[config.mk]
export PLATFORM = sky130hd
export DESIGN_NAME = piece_bag_generator
export DESIGN_NICKNAME = d
export VERILOG_FILES = /design/src/rtl/piece_bag_generator_pkg.sv /design/src/rtl/piece_bag_generator_lfsr.sv /design/src/rtl/piece_bag_generator.sv
export SDC_FILE = /design/constraint.sdc
export NUM_CORES = 1
export LEC_CHECK = 0
export CAP_MARGIN = 20
export CORE_MARGIN = 8
export CORE_UTILIZATION = 46
export CTS_CLUSTER_DIAMETER = 60
export DETAILED_ROUTE_END_ITERATION = 8
export GPL_TIMING_DRIVEN = 0
export PLACE_DENSITY = 0.76
export SLEW_MARGIN = 5
export SYNTH_ARGS = -nofsm -noshare
export SYNTH_HDL_FRONTEND = slang
export SYNTH_SLANG_ARGS = --single-unit
[constraint.sdc]
create_clock -name CLK -period 2.2 [get_ports CLK]
set_input_delay 0.33 -clock CLK [delete_from_list [all_inputs] [get_ports CLK]]
set_output_delay 0.33 -clock CLK [all_outputs]
set_load 0.03 [all_outputs]
[src/rtl/piece_bag_generator_pkg.sv]
//============================================================================
// Module : polytris_pkg
// Brief  : Piece ids, 4x4 shape masks, LFSR taps and generator FSM states.
// Rev    : 1.0
//============================================================================
`default_nettype none

package polytris_pkg;

    typedef enum logic [2:0] {
        PIECE_I = 3'd0,
        PIECE_O = 3'd1,
        PIECE_T = 3'd2,
        PIECE_S = 3'd3,
        PIECE_Z = 3'd4,
        PIECE_J = 3'd5,
        PIECE_L = 3'd6
    } piece_id_t;

    // Bit i*4+j of each mask is row i, column j of the 4x4 preview grid.
    localparam logic [15:0] SHAPE_MASK [0:6] = '{
        16'h00F0, 16'h0660, 16'h0270, 16'h0360,
        16'h0630, 16'h0470, 16'h0170
    };

    // x^16 + x^14 + x^13 + x^11, left-shifting Fibonacci form.
    localparam logic [15:0] LFSR_TAPS = 16'hB400;

    localparam logic [6:0] BAG_FULL = 7'h7F;

    typedef enum logic [2:0] {
        ST_PRIME0 = 3'd0,
        ST_PRIME1 = 3'd1,
        ST_IDLE   = 3'd2,
        ST_DRAW   = 3'd3,
        ST_COMMIT = 3'd4
    } gen_state_t;

endpackage

`default_nettype wire

[src/rtl/piece_bag_generator_lfsr.sv]
//============================================================================
// Module : piece_lfsr
// Brief  : Free-running 16-bit Fibonacci LFSR, loaded with SEED on reset.
// Rev    : 1.0
//============================================================================
`default_nettype none

module piece_lfsr
    import polytris_pkg::*;
#(
    parameter logic [15:0] SEED = 16'hACE1
) (
    input  logic        CLK,
    input  logic        RESET,
    output logic [15:0] o_state
);

    logic [15:0] r_state;

    always_ff @(posedge CLK or negedge RESET) begin
        if (!RESET) begin
            r_state <= SEED;
        end else begin
            r_state <= {r_state[14:0], ^(r_state & LFSR_TAPS)};
        end
    end

    assign o_state = r_state;

endmodule

`default_nettype wire

[src/rtl/piece_bag_generator.sv]
//============================================================================
// Module : piece_bag_generator
// Brief  : 7-bag tetromino randomiser holding a current and a next piece.
// Rev    : 1.0
//============================================================================
`default_nettype none

module piece_bag_generator
    import polytris_pkg::*;
#(
    parameter logic [15:0] LFSR_SEED = 16'hACE1
) (
    input  logic        CLK,
    input  logic        RESET,
    input  logic [7:0]  generator_flag,
    input  logic [15:0] random_noise,
    output logic [15:0] game_piece,
    output logic [15:0] cur_piece,
    output logic [2:0]  cur_id,
    output logic [2:0]  next_id,
    output logic        piece_valid
);

    gen_state_t  r_state;
    gen_state_t  w_state_nxt;
    logic        r_req;
    logic        r_edge;
    logic        r_pending;
    logic        r_primed;
    logic        r_tgt_cur;
    logic [6:0]  r_bag;
    logic [2:0]  r_cand;
    piece_id_t   r_cur_id;
    piece_id_t   r_next_id;
    logic [15:0] r_cur_mask;
    logic [15:0] r_next_mask;

    logic [15:0] w_lfsr;
    logic        w_req;
    logic [2:0]  w_mix;
    logic [2:0]  w_entry_cand;
    logic [2:0]  w_cand_inc;
    logic [6:0]  w_bag_set;
    logic        w_advance;

    piece_lfsr #(
        .SEED (LFSR_SEED)
    ) u_lfsr (
        .CLK     (CLK),
        .RESET   (RESET),
        .o_state (w_lfsr)
    );

    assign w_req        = |generator_flag;
    assign w_mix        = w_lfsr[2:0] ^ random_noise[2:0];
    assign w_entry_cand = (w_mix == 3'd7) ? 3'd0 : w_mix;
    assign w_cand_inc   = (r_cand == 3'd6) ? 3'd0 : r_cand + 3'd1;
    assign w_bag_set    = r_bag | (7'b1 << r_cand);
    assign w_advance    = (r_state == ST_IDLE) && (r_edge || r_pending);

    always_comb begin
        w_state_nxt = r_state;
        case (r_state)
            ST_PRIME0: w_state_nxt = ST_DRAW;
            ST_PRIME1: w_state_nxt = ST_DRAW;
            ST_IDLE:   if (w_advance) w_state_nxt = ST_DRAW;
            ST_DRAW:   if (!r_bag[r_cand]) w_state_nxt = ST_COMMIT;
            ST_COMMIT: w_state_nxt = r_tgt_cur ? ST_PRIME1 : ST_IDLE;
            default:   w_state_nxt = ST_PRIME0;
        endcase
    end

    always_ff @(posedge CLK or negedge RESET) begin
        if (!RESET) begin
            r_state <= ST_PRIME0;
        end else begin
            r_state <= w_state_nxt;
        end
    end

    always_ff @(posedge CLK or negedge RESET) begin
        if (!RESET) begin
            r_req       <= 1'b0;
            r_edge      <= 1'b0;
            r_pending   <= 1'b0;
            r_primed    <= 1'b0;
            r_tgt_cur   <= 1'b0;
            r_bag       <= 7'h00;
            r_cand      <= 3'd0;
            r_cur_id    <= PIECE_I;
            r_next_id   <= PIECE_I;
            r_cur_mask  <= 16'h0000;
            r_next_mask <= 16'h0000;
        end else begin
            r_req  <= w_req;
            r_edge <= w_req & ~r_req;

            if (r_state == ST_IDLE) begin
                r_primed <= 1'b1;
            end

            // IDLE always consumes pending; an edge landing while pending is set is dropped.
            if (r_state == ST_IDLE) begin
                r_pending <= 1'b0;
            end else if (r_edge && r_primed) begin
                r_pending <= 1'b1;
            end

            case (r_state)
                ST_PRIME0: begin
                    r_cand    <= w_entry_cand;
                    r_tgt_cur <= 1'b1;
                end
                ST_PRIME1: begin
                    r_cand    <= w_entry_cand;
                    r_tgt_cur <= 1'b0;
                end
                ST_IDLE: begin
                    if (w_advance) begin
                        r_cand     <= w_entry_cand;
                        r_tgt_cur  <= 1'b0;
                        r_cur_id   <= r_next_id;
                        r_cur_mask <= r_next_mask;
                    end
                end
                ST_DRAW: begin
                    if (r_bag[r_cand]) begin
                        r_cand <= w_cand_inc;
                    end
                end
                ST_COMMIT: begin
                    if (r_tgt_cur) begin
                        r_cur_id   <= piece_id_t'(r_cand);
                        r_cur_mask <= SHAPE_MASK[r_cand];
                    end else begin
                        r_next_id   <= piece_id_t'(r_cand);
                        r_next_mask <= SHAPE_MASK[r_cand];
                    end
                    r_bag <= (w_bag_set == BAG_FULL) ? 7'h00 : w_bag_set;
                end
                default: ;
            endcase
        end
    end

    assign game_piece  = r_next_mask;
    assign cur_piece   = r_cur_mask;
    assign cur_id      = r_cur_id;
    assign next_id     = r_next_id;
    assign piece_valid = (r_state == ST_IDLE);

endmodule

`default_nettype wire
# --- Word-level counts from Yosys, hierarchy flattened ---
# Memory sizes are Yosys's and may differ from the RTL's.
# Cells that the tools add are included.
word_totals:
  ff_bits: 72
  mem_bits_ro: 128
  input_bits: 26
  output_inout_bits: 39
  wordCells: 75
  n_memories: 1
classes:
  add_sub_neg: 1
  order_cmp: 2
  n_eq_ne: 11
  n_shift: 1
  mux: 24
  bitwise_logic: 6
  n_reduce_logical: 16
memory_table:
  columns: ["name", "depth", "width", "rd", "rd_ports_with_merged_regs", "write_ports", "line_no", "source"]
  rows:
  - ["(no name shown)", 8, 16, 1, 0, 0, "piece_bag_generator.sv:137", "r_next_mask <= SHAPE_MASK[r_cand];"]
ops:
  columns: ["op", "n"]
  rows:
  - ["16-bit two-way mux", 4]
  - ["16-bit case mux with 2 select lines", 1]
  - ["3-bit two-way mux", 8]
  - ["16-bit XOR reduction", 1]
  - ["3-bit case mux with 4 select lines", 1]
  - ["3-bit == test, second input constant", 3]
  - ["3-bit case mux with 3 select lines", 1]
  - ["8-bit OR reduction", 1]
  - ["7-bit == test, second input constant", 1]
  - ["7-bit two-way mux", 1]
  - ["7-bit bitwise OR", 1]
  - ["1-bit by 3-bit << shifter with 7-bit output, first input constant", 1]
  - ["3-bit by 2-bit == test with 1-bit output, second input constant", 2]
  - ["2-bit inequality test, second input constant", 3]
  - ["3-bit case mux with 2 select lines", 1]
  - ["2-bit AND reduction", 3]
  - ["3-bit AND reduction", 2]
  - ["3-bit nonzero test", 2]
  - ["4-bit greater-or-equal comparator, second input constant", 1]
  - ["3-bit by 4-bit < comparator with 1-bit output, second input constant", 1]
  - ["1-bit two-way mux", 4]
  - ["3-bit inverter with 4-bit output", 1]
  - ["2-bit nonzero test", 2]
  - ["3-bit by 1-bit adder with 3-bit output, second input constant", 1]
  - ["other kinds (12)", 14]

# --- Depth between registers and ports, before layout ---
# Gate-level depths: netlist of run 1.
logic_depth:
  depth_word: 6
  mapped_depth: 8
  ltp_nobuf: 5

# --- Hierarchy ---
# Synthesis of run 1 repeated with hierarchy kept, for this count alone.
hier_totals:
  hier_cells: 241
  area_unflattened_um2: 2444.8
by_module_without_submodules:
  columns: ["module", "n_inst", "cells_per_inst", "area_each_um2", "seq_area_each_um2"]
  rows:
  - ["piece_bag_generator", 1, 222, 2008.2, 950.9]
  - ["piece_lfsr", 1, 19, 436.7, 410.4]

# --- Worst setup path before layout of run 1 ---
# OpenSTA, ideal clock, no wires.
synth_path:
  kind: "register -> register"
  start: "register r_state[0]"
  end: "register r_cur_id[0] (netlist: cur_id[0])"
  setup_ns: 0.133
  t_arrival_ns: 1.989
  required_time_ns: 2.067
  slack_ns: 0.078
  path_stages_with_launch: 8
  n_path_buf: 2
  period_less_slack_ns: 2.122
  cell_sequence: "dfrtp_1 > clkbuf_1 > nor3b_1 > nor2b_1 > a21oi_1 > clkbuf_1 > nand2_1 > o21ai_0"
synth_via:
  elab_chain_cells: 4
  elab_cells_between_ends: 8
  classes_between: "4 x eq/ne; 1 x mux; 3 x reduce/logical"
synth_lines:
  columns: ["element", "line_no", "source"]
  rows:
  - ["start, declared", "piece_bag_generator.sv:24", "gen_state_t r_state;"]
  - ["start signal, assigned", "piece_bag_generator.sv:77", "r_state <= w_state_nxt;"]
  - ["3-bit by 2-bit == test with 1-bit output *", null, null]
  - ["via piece_valid", "piece_bag_generator.sv:21", "output logic piece_valid"]
  - ["1-bit logical AND", "piece_bag_generator.sv:59", "assign w_advance = (r_state == ST_IDLE) && (r_edge || r_pending);"]
  - ["2-bit by 1-bit inequality test with 1-bit output (no line)", null, null]
  - ["3-bit AND reduction (no line)", null, null]
  - ["end signal, assigned", "piece_bag_generator.sv:122", "r_cur_id <= r_next_id;"]
  - ["end signal, assigned", "piece_bag_generator.sv:133", "r_cur_id <= piece_id_t'(r_cand);"]
  - ["end, declared", "piece_bag_generator.sv:33", "piece_id_t r_cur_id;"]
# Mark *: on every way through the listed nets, which the timed path passes. The rest lies on a longest branch.
# A chain may end at the register's enable or synchronous reset.

# --- Worst setup path in the final report of run 1 ---
layout_path:
  start: "register r_state[0]"
  end: "output port piece_valid"
layout_via:
  elab_chain_cells: 1
layout_lines:
  columns: ["element", "line_no", "source"]
  rows:
  - ["3-bit by 2-bit == test with 1-bit output", "piece_bag_generator.sv:150", "assign piece_valid = (r_state == ST_IDLE);"]
  - ["end, declared", "piece_bag_generator.sv:21", null]
# No other way between the ends.

==> results.txt, run 1 <==
The critical path is of the reg2out type. The critical path goes through clkbuf_1, nor3b_2, dlygate4sd2_1. Among all stages on the critical path, the largest delay is contributed by sky130_fd_sc_hd__dlygate4sd2_1. The total net switching power is 0.00156 W.

The standby leakage power came out at 1.42 nW. The maximum fanout count along the critical path came out at 9. The final routed DRC violation total came out at 0. The sequential cell fraction of total power came out at 0.363.

In this run the worst setup path terminates at piece_valid. The synthesized netlist occupies a cell area of 0.00245 mm^2. After the first detailed-routing iteration, the DRC count stood at 90. The pin count of the biggest net entering global routing came out at 38.

Once detail routing completed, the nets flagged for antenna violations numbered 0. The register-to-register setup slack is 260 ps. The flow ran to the end, and the final reports show no timing, DRC or antenna violations. The ratio of cells with drive above 1 in the final layout came out at 0.172. The total of endpoints with negative setup slack in the final report is 0. Tracing the worst setup path back leads to its startpoint at r_state[0]. The final period demand of the worst path came out at 2000 ps. Of the total power, the share spent switching nets is 0.399. The mean instance size in the synthesized netlist came out at 10.4 um^2. The initial antenna violation count came to 0. The top flip-flop cell by instance count after synthesis is sky130_fd_sc_hd__dfrtp_1.

The largest incremental delay on the critical path came out at 450 ps. The number of clock buffers added by TritonCTS is 5. The number of synthesized register bits is 54. STA classifies the critical path startpoint as a register. During placement, the flow inserted port buffers numbering 33. The post-synthesis cell count is 236. At the worst endpoint, the required time is 1870 ps. The number of endpoints with negative hold slack in the final report is 0. The half-perimeter wire length of the detailed placement result is 3.67 mm. In this run the count of I/O pins placed on the die edge is 65. Yosys attributes the largest share of cell area to sky130_fd_sc_hd__dfrtp_1, sky130_fd_sc_hd__dfstp_2, sky130_fd_sc_hd__buf_4, sky130_fd_sc_hd__nand2_1, sky130_fd_sc_hd__o21ai_0. Counting the fill cells in the layout gives 458. The upper clock frequency limit came out at 501 MHz. For the final database, setup skew stands at 2.23 ps.

For this run, the total global-route usage over all layers was measured as 0.128. The type of the worst min-delay path is reg2reg. The clock reaches the later pin of the worst-skew pair after 300 ps. The final-report max-slew violation count came out at 0.

The H-tree level count is 2. The number of rows created at floorplan came out at 26. For the worst setup path, the data arrival time is 1670 ps.

The worst register-to-register path begins at r_state[0]. The total overflow reported by the global router is 0. The distinct cell type count after synthesis came out at 48. In this run the power density over the cells is 1270 mW/mm^2. In this run, synthesis inferred 0 flip-flops with an integrated enable.

The repair_antennas step left the layout with diodes totalling 0. Setup repair after global routing left no endpoint under its margin. For this run, the share of the core covered by cells in the final layout is 0.600. The worst setup path is captured at an output port. The worst register-to-register path has a depth of 8. The leading area contributor after synthesis is sky130_fd_sc_hd__dfrtp_1. The last weighted congestion value of the routability-driven placer came out at 0.823.

The maximum buffer depth of the clock tree came out at 2. The worst IR drop on VDD came out at 608 uV. In this run the critical register-to-register path is captured at game_piece[7]. The CTS tree is yes. The share of power burned in combinational logic is 0.470. The via count of the first global-routing pass came out at 1,745. During synthesis, Yosys emitted a total of 0 warnings. For this run, asynchronously set or reset flops after synthesis account for 1.00. The clock transition at the registers of the reported paths is 90 ps. The setup TNS after final layout came out at 0 ps. The x dimension of the die came out at 89.1 um. The root buffer cell is sky130_fd_sc_hd__clkbuf_8. The internal power summed over all cells is 0.00235 W. The total number of vias came out at 1,787.

The core region is 0.00514 mm^2. The routed wire length is 4.71 mm. For this design, the sink count on the clock tree is 54. Of the post-synthesis cell area, the dominant cell type holds 0.469. The number of detailed-route iterations in the first pass is 4. Across the run, the number of max-cap violations was 0. The relative contribution of the clock network to total power came out at 0.167. The post-synthesis to final-layout area growth is 25.6%. The number of instances on the worst hold path came out at 0. The wire length of the first global-routing pass came out at 7.95 mm. The final layout net count came out at 322. The effective utilization at floorplan came out at 0.478. The part of the Yosys area used for sequential elements is 0.555. The die is 89.1 um tall. The post-route fraction of the period consumed by the critical path is 0.907.

The number of vias per cell after detailed routing is 4.88. The floorplan step defined a die boundary enclosing 0.00793 mm^2. The routed length per placed instance is 12.9 um.
worst max-delay path, delay by kind of cell, from the launching register on:
family	cells	cell delay (ps)
buffers and inverters	2	660
DFF	1	370
and+or+nand+nor	1	340
cell type report:
cell class                      count  area, um^2  share of cell area
Buffer                             30         229              0.0743
Clock buffer                        5        68.8              0.0223
Clock inverter                      3        43.8              0.0142
Inverter                            4        15.0             0.00487
Multi-Input combinational cell    165         923               0.300
Sequential cell                    54        1360               0.442
Tap cell                           70        87.6              0.0284
Timing Repair Buffer               35         354               0.115
metal layers:
layer	track usage	up-vias	wire [um]
met3	0.0340	5	322
met2	0.205	55	2200
met5	0	-	0
met1	0.160	835	2110
met4	0.0514	0	72
li1	-	892	-
synth_stat cells, types with 2 or more instances:
cell / number
sky130_fd_sc_hd__dfrtp_1: 46
sky130_fd_sc_hd__nand3b_1: 2
sky130_fd_sc_hd__nor2_1: 20
sky130_fd_sc_hd__a22oi_1: 2
sky130_fd_sc_hd__dfstp_2: 8
sky130_fd_sc_hd__nand2b_1: 2
sky130_fd_sc_hd__a21oi_1: 12
sky130_fd_sc_hd__o41ai_1: 2
sky130_fd_sc_hd__o21ai_0: 21
sky130_fd_sc_hd__clkbuf_1: 5
sky130_fd_sc_hd__a31oi_1: 5
sky130_fd_sc_hd__xor2_1: 4
sky130_fd_sc_hd__nand2_1: 35
sky130_fd_sc_hd__nor2b_1: 2
sky130_fd_sc_hd__and2_1: 2
sky130_fd_sc_hd__xnor2_1: 3
sky130_fd_sc_hd__and3_1: 3
sky130_fd_sc_hd__nand3_1: 3
sky130_fd_sc_hd__mux2i_1: 4
sky130_fd_sc_hd__buf_6: 5
sky130_fd_sc_hd__a22o_1: 2
sky130_fd_sc_hd__buf_4: 18
sky130_fd_sc_hd__nor4_1: 2
sky130_fd_sc_hd__inv_1: 3
sky130_fd_sc_hd__nor3_1: 2
state kept, by name (all words and copies together), names as in the netlist, 3 cells and up:
| register | count |
|---|---|
| u_lfsr.o_state | 16 |
| r_bag | 7 |
| cur_piece | 7 |
| game_piece | 7 |
| r_state | 3 |
| r_cand | 3 |
| cur_id | 3 |
| next_id | 3 |
worst min path at each step:
stage,startpoint,endpoint
4_1_cts,u_lfsr.o_state[4],u_lfsr.o_state[5]
3_5_place_dp,RESET,r_edge
3_3_place_gp,u_lfsr.o_state[3],u_lfsr.o_state[4]
2_1_floorplan,RESET,cur_id[0]
5_1_grt,u_lfsr.o_state[3],u_lfsr.o_state[4]
6_report,u_lfsr.o_state[3],u_lfsr.o_state[4]
per-stage QoR:
stage	std cells	hold slack, ps	total power, W	instance area [um^2]	setup slack, ps
2_1_floorplan	253	34.4	0.00268	2520	77.9
3_3_place_gp	356	336	0.00323	2940	-689
3_5_place_dp	357	286	0.00328	2950	115
4_1_cts	366	361	0.00392	3070	86.5
5_1_grt	366	365	0.00418	3080	21.3
6_report	366	357	0.00391	3080	204
power by group through the flow:
| stage | Sequential (W) | Clock [W] | Combinational (W) |
|---|---|---|---|
| final | 0.00142 | 0.000652 | 0.00184 |
| after global routing | 0.00145 | 0.000710 | 0.00201 |
| after CTS | 0.00142 | 0.000672 | 0.00183 |
| after detailed placement | 0.00144 | 0 | 0.00184 |
| after global placement | 0.00143 | 0 | 0.00181 |
| after floorplan | 0.00169 | 0 | 0.000998 |
logic make-up (layout without fill, tap and decap cells):
| family | after synthesis | after routing | synth area share |
|---|---|---|---|
| muxes | 5 | 5 | 0.0224 |
| buffers and inverters | 34 | 77 | 0.0994 |
| adders and majority gates | 1 | 1 | 0.00510 |
| and+or+nand+nor | 80 | 80 | 0.155 |
| xor gates and xnor gates | 7 | 7 | 0.0250 |
| AOI/OAI and AO/OA | 54 | 54 | 0.137 |
| other | 1 | 18 | 0.00153 |
| DFF | 54 | 54 | 0.555 |
placed cells by master, fill, tap and decap left out, drive strengths merged, types with 3 or more instances in the layout:
master,synthesis,final
nand3,3,3
clkbuf,6,11
and2,3,3
nor4,3,3
inv,3,4
nand2,35,35
xor2,4,4
and3,3,3
buf,24,26
conb,1,18
xnor2,3,3
dfstp,8,8
a21oi,12,12
a31oi,5,5
clkdlybuf4s50,0,31
nor2,20,20
dfrtp,46,46
mux2i,4,4
o21ai,22,22
timing repair:
item | 4_1_cts | 5_1_grt
buffers inserted | 0 | 0
cloned | 0 | 0
pin swaps | 0 | 0
setup endpoints to repair | 1 | 7
hold buffers | 1 | 0
gates resized for setup | 1 | 2
endpoints found under the hold margin | 17 | 0
Note: power is estimated with default switching activity, not from simulation.
==> run 2: changes to the inputs <==
--- a/config.mk
+++ b/config.mk
@@ -6,12 +6,13 @@
 export NUM_CORES = 1
 export LEC_CHECK = 0
 export CAP_MARGIN = 20
-export CORE_MARGIN = 8
+export CORE_MARGIN = 10
 export CORE_UTILIZATION = 46
-export CTS_CLUSTER_DIAMETER = 60
+export CTS_CLUSTER_DIAMETER = 200
 export DETAILED_ROUTE_END_ITERATION = 8
 export GPL_TIMING_DRIVEN = 0
 export PLACE_DENSITY = 0.76
+export SKIP_CTS_REPAIR_TIMING = 1
 export SLEW_MARGIN = 5
 export SYNTH_ARGS = -nofsm -noshare
 export SYNTH_HDL_FRONTEND = slang
==> results.txt, run 2 (synthesis results as in run 1) <==
The number of design-rule violations left by the first detailed-router iteration is 75 (was 90). The total of endpoints with negative setup slack in the final report is 0 (unchanged). The maximum buffer depth of the clock tree is 2 (unchanged). The required arrival time at the worst endpoint is 2380 ps (was 1870 ps). The last weighted congestion value of the routability-driven placer came out at 0.818 (was 0.823). The final standard cell utilization of the core is 0.601 (was 0.600). The number of diodes added for antenna fixing is 0 (unchanged). Top library cells by usage in the layout, fill and taps aside: sky130_fd_sc_hd__dfrtp_1, sky130_fd_sc_hd__nand2_1, sky130_fd_sc_hd__clkdlybuf4s50_1, sky130_fd_sc_hd__o21ai_0, sky130_fd_sc_hd__nor2_1 (unchanged). The global routing's busiest layer is met2 (unchanged). The final-report max-slew violation count came out at 0 (unchanged). The final period demand of the worst path came out at 1970 ps (was 2000 ps). The ratio of cells with drive above 1 in the final layout is 0.169 (was 0.172). The post-route fraction of the period consumed by the critical path came out at 0.896 (was 0.907). The initial antenna violation count came to 0 (unchanged). The category of the worst setup path launch point is a register (unchanged). The flip-flop count of the largest register after layout came out at 16 (unchanged). The full die area is 0.00866 mm^2 (was 0.00793 mm^2). The post-synthesis to final-layout area growth is 25.7% (was 25.6%). The half-perimeter wire length of the detailed placement result came out at 3.79 mm (was 3.67 mm). The worst IR drop on VDD came out at 529 uV (was 608 uV). The standby leakage power is 1.43 nW (was 1.42 nW). The wire length of the first global-routing pass came to 8.22 mm (was 7.95 mm). The TritonCTS sink count was 54 (unchanged).

The number of detailed-route iterations in the first pass is 5 (was 4). The number of I/O pins came out at 65 (unchanged). The via count of the first global-routing pass is 1,791 (was 1,745). The met3 routing resource usage after global routing is 0.0408 (was 0.0340). The number of fillers in the final layout is 458 (unchanged). The number of port buffers came out at 33 (unchanged). The register cell area after layout came out at 0.00136 mm^2 (unchanged). The setup clock skew after layout was 8.77 ps (was 2.23 ps). The total area of multi-input combinational cells came to 918 um^2 (was 923 um^2). The maximum fanout count along the critical path came out at 10 (was 9).

The effective utilization at floorplan came out at 0.478 (unchanged). The type of the worst setup path was reg2reg (was reg2out). The final routed DRC violation total is 0 (unchanged).

The number of endpoints with negative hold slack in the final report is 0 (unchanged). Result of the run: finished clean (unchanged). The number of vias per cell after detailed routing was 4.87 (was 4.88). The commonest non-fill, non-tap cell in the layout is sky130_fd_sc_hd__dfrtp_1 (unchanged). The area of the core came out at 0.00514 mm^2 (unchanged). The met2 routing resource usage after global routing is 0.199 (was 0.205). The number of rows created at floorplan is 26 (unchanged). The hold slack is 352 ps (was 357 ps). The ratio of total power to cell area came out at 1280 mW/mm^2 (was 1270 mW/mm^2). The type of the worst min-delay path is reg2reg (unchanged). The clock insertion delay at the later pin of the skew report was 310 ps (was 300 ps).

The root buffer cell is sky130_fd_sc_hd__clkbuf_8 (unchanged). The x dimension of the die is 93.1 um (was 89.1 um). The remaining number of nets flagged by the antenna check after routing was 0 (unchanged). The CTS tree is yes (unchanged). The routed wire length came out at 4.85 mm (was 4.71 mm). The signal arrival time at the worst endpoint was 2150 ps (was 1670 ps). The clock transition at the registers of the reported paths is 100 ps (was 90 ps). The number of buffers added by the clock tree synthesis step is 5 (unchanged). The upper clock frequency limit came out at 507 MHz (was 501 MHz). The total number of vias is 1,781 (was 1,787). The total overflow reported by the global router is 0 (unchanged). The final layout net count is 322 (unchanged). The die extent in y is 93.1 um (was 89.1 um).

The routed length per placed instance was 13.2 um (was 12.9 um). The pin count of the biggest net entering global routing came out at 38 (unchanged). The number of violations of the max-capacitance limit came out at 0 (unchanged). The H-tree level count is 2 (unchanged). The critical path capture point type is a register (was output port). The global routing usage on met1 was 0.128 (was 0.160).

The global routing usage summed across all routing layers is 0.116 (was 0.128).
[run 2: critical path, cell delays in order, from the launching register on]
cell                       delay [ps]
sky130_fd_sc_hd__dfrtp_1          330
sky130_fd_sc_hd__clkbuf_1         300
sky130_fd_sc_hd__nor2_1           110
sky130_fd_sc_hd__and2_1           170
sky130_fd_sc_hd__buf_2            180
sky130_fd_sc_hd__nand2_1          250
sky130_fd_sc_hd__clkbuf_1         370
sky130_fd_sc_hd__o21ai_0          140
[run 2: report_power, final]
group	internal, W	leakage (nW)	switching, W
registers	0.00124	0.683	0.000174
clock network	0.000347	0.0563	0.000331
logic	0.000775	0.686	0.00107
total	0.00237	1.43	0.00158
[run 2: path summary, 6_finish.rpt]
check                                        from  cells past startpoint  slack (ps)                  to
max in group asynchronous                   RESET                      3        1130  u_lfsr.o_state[11]
worst min-delay path            u_lfsr.o_state[4]                      0         350   u_lfsr.o_state[5]
min in group asynchronous                   RESET                      2         490              r_edge
worst max register to register         r_state[0]                      7         230       game_piece[4]
worst min register to register  u_lfsr.o_state[4]                      0         350   u_lfsr.o_state[5]
worst max-delay path                   r_state[0]                      7         230       game_piece[4]
[run 2: stage by stage]
stage / TNS [ps] / instance area [um^2] / power [W] / setup slack, ps / cells
after floorplan: 0 / 2520 / 0.00268 / 77.9 / 253
after global placement: -33050 / 2940 / 0.00324 / -696 / 356
after detailed placement: 0 / 2950 / 0.00328 / 164 / 357
after CTS: -205 / 3070 / 0.00397 / -205 / 365
after global routing: -22.2 / 3090 / 0.00423 / -11.4 / 366
final: 0 / 3090 / 0.00395 / 229 / 366
[run 2: metal layers]
| metal | part of all wire | wire length (um) |
|---|---|---|
| met4 | 0.016 | 76 |
| met5 | 0 | 0 |
| met3 | 0.069 | 334 |
| met1 | 0.43 | 2060 |
| met2 | 0.49 | 2370 |
[run 2: final cells by class]
type,count,share of cell area
Sequential cell,54,0.441
Clock inverter,3,0.0158
Buffer,30,0.0742
Tap cell,70,0.0284
Inverter,4,0.00486
Timing Repair Buffer,35,0.116
Multi-Input combinational cell,165,0.298
Clock buffer,5,0.0223
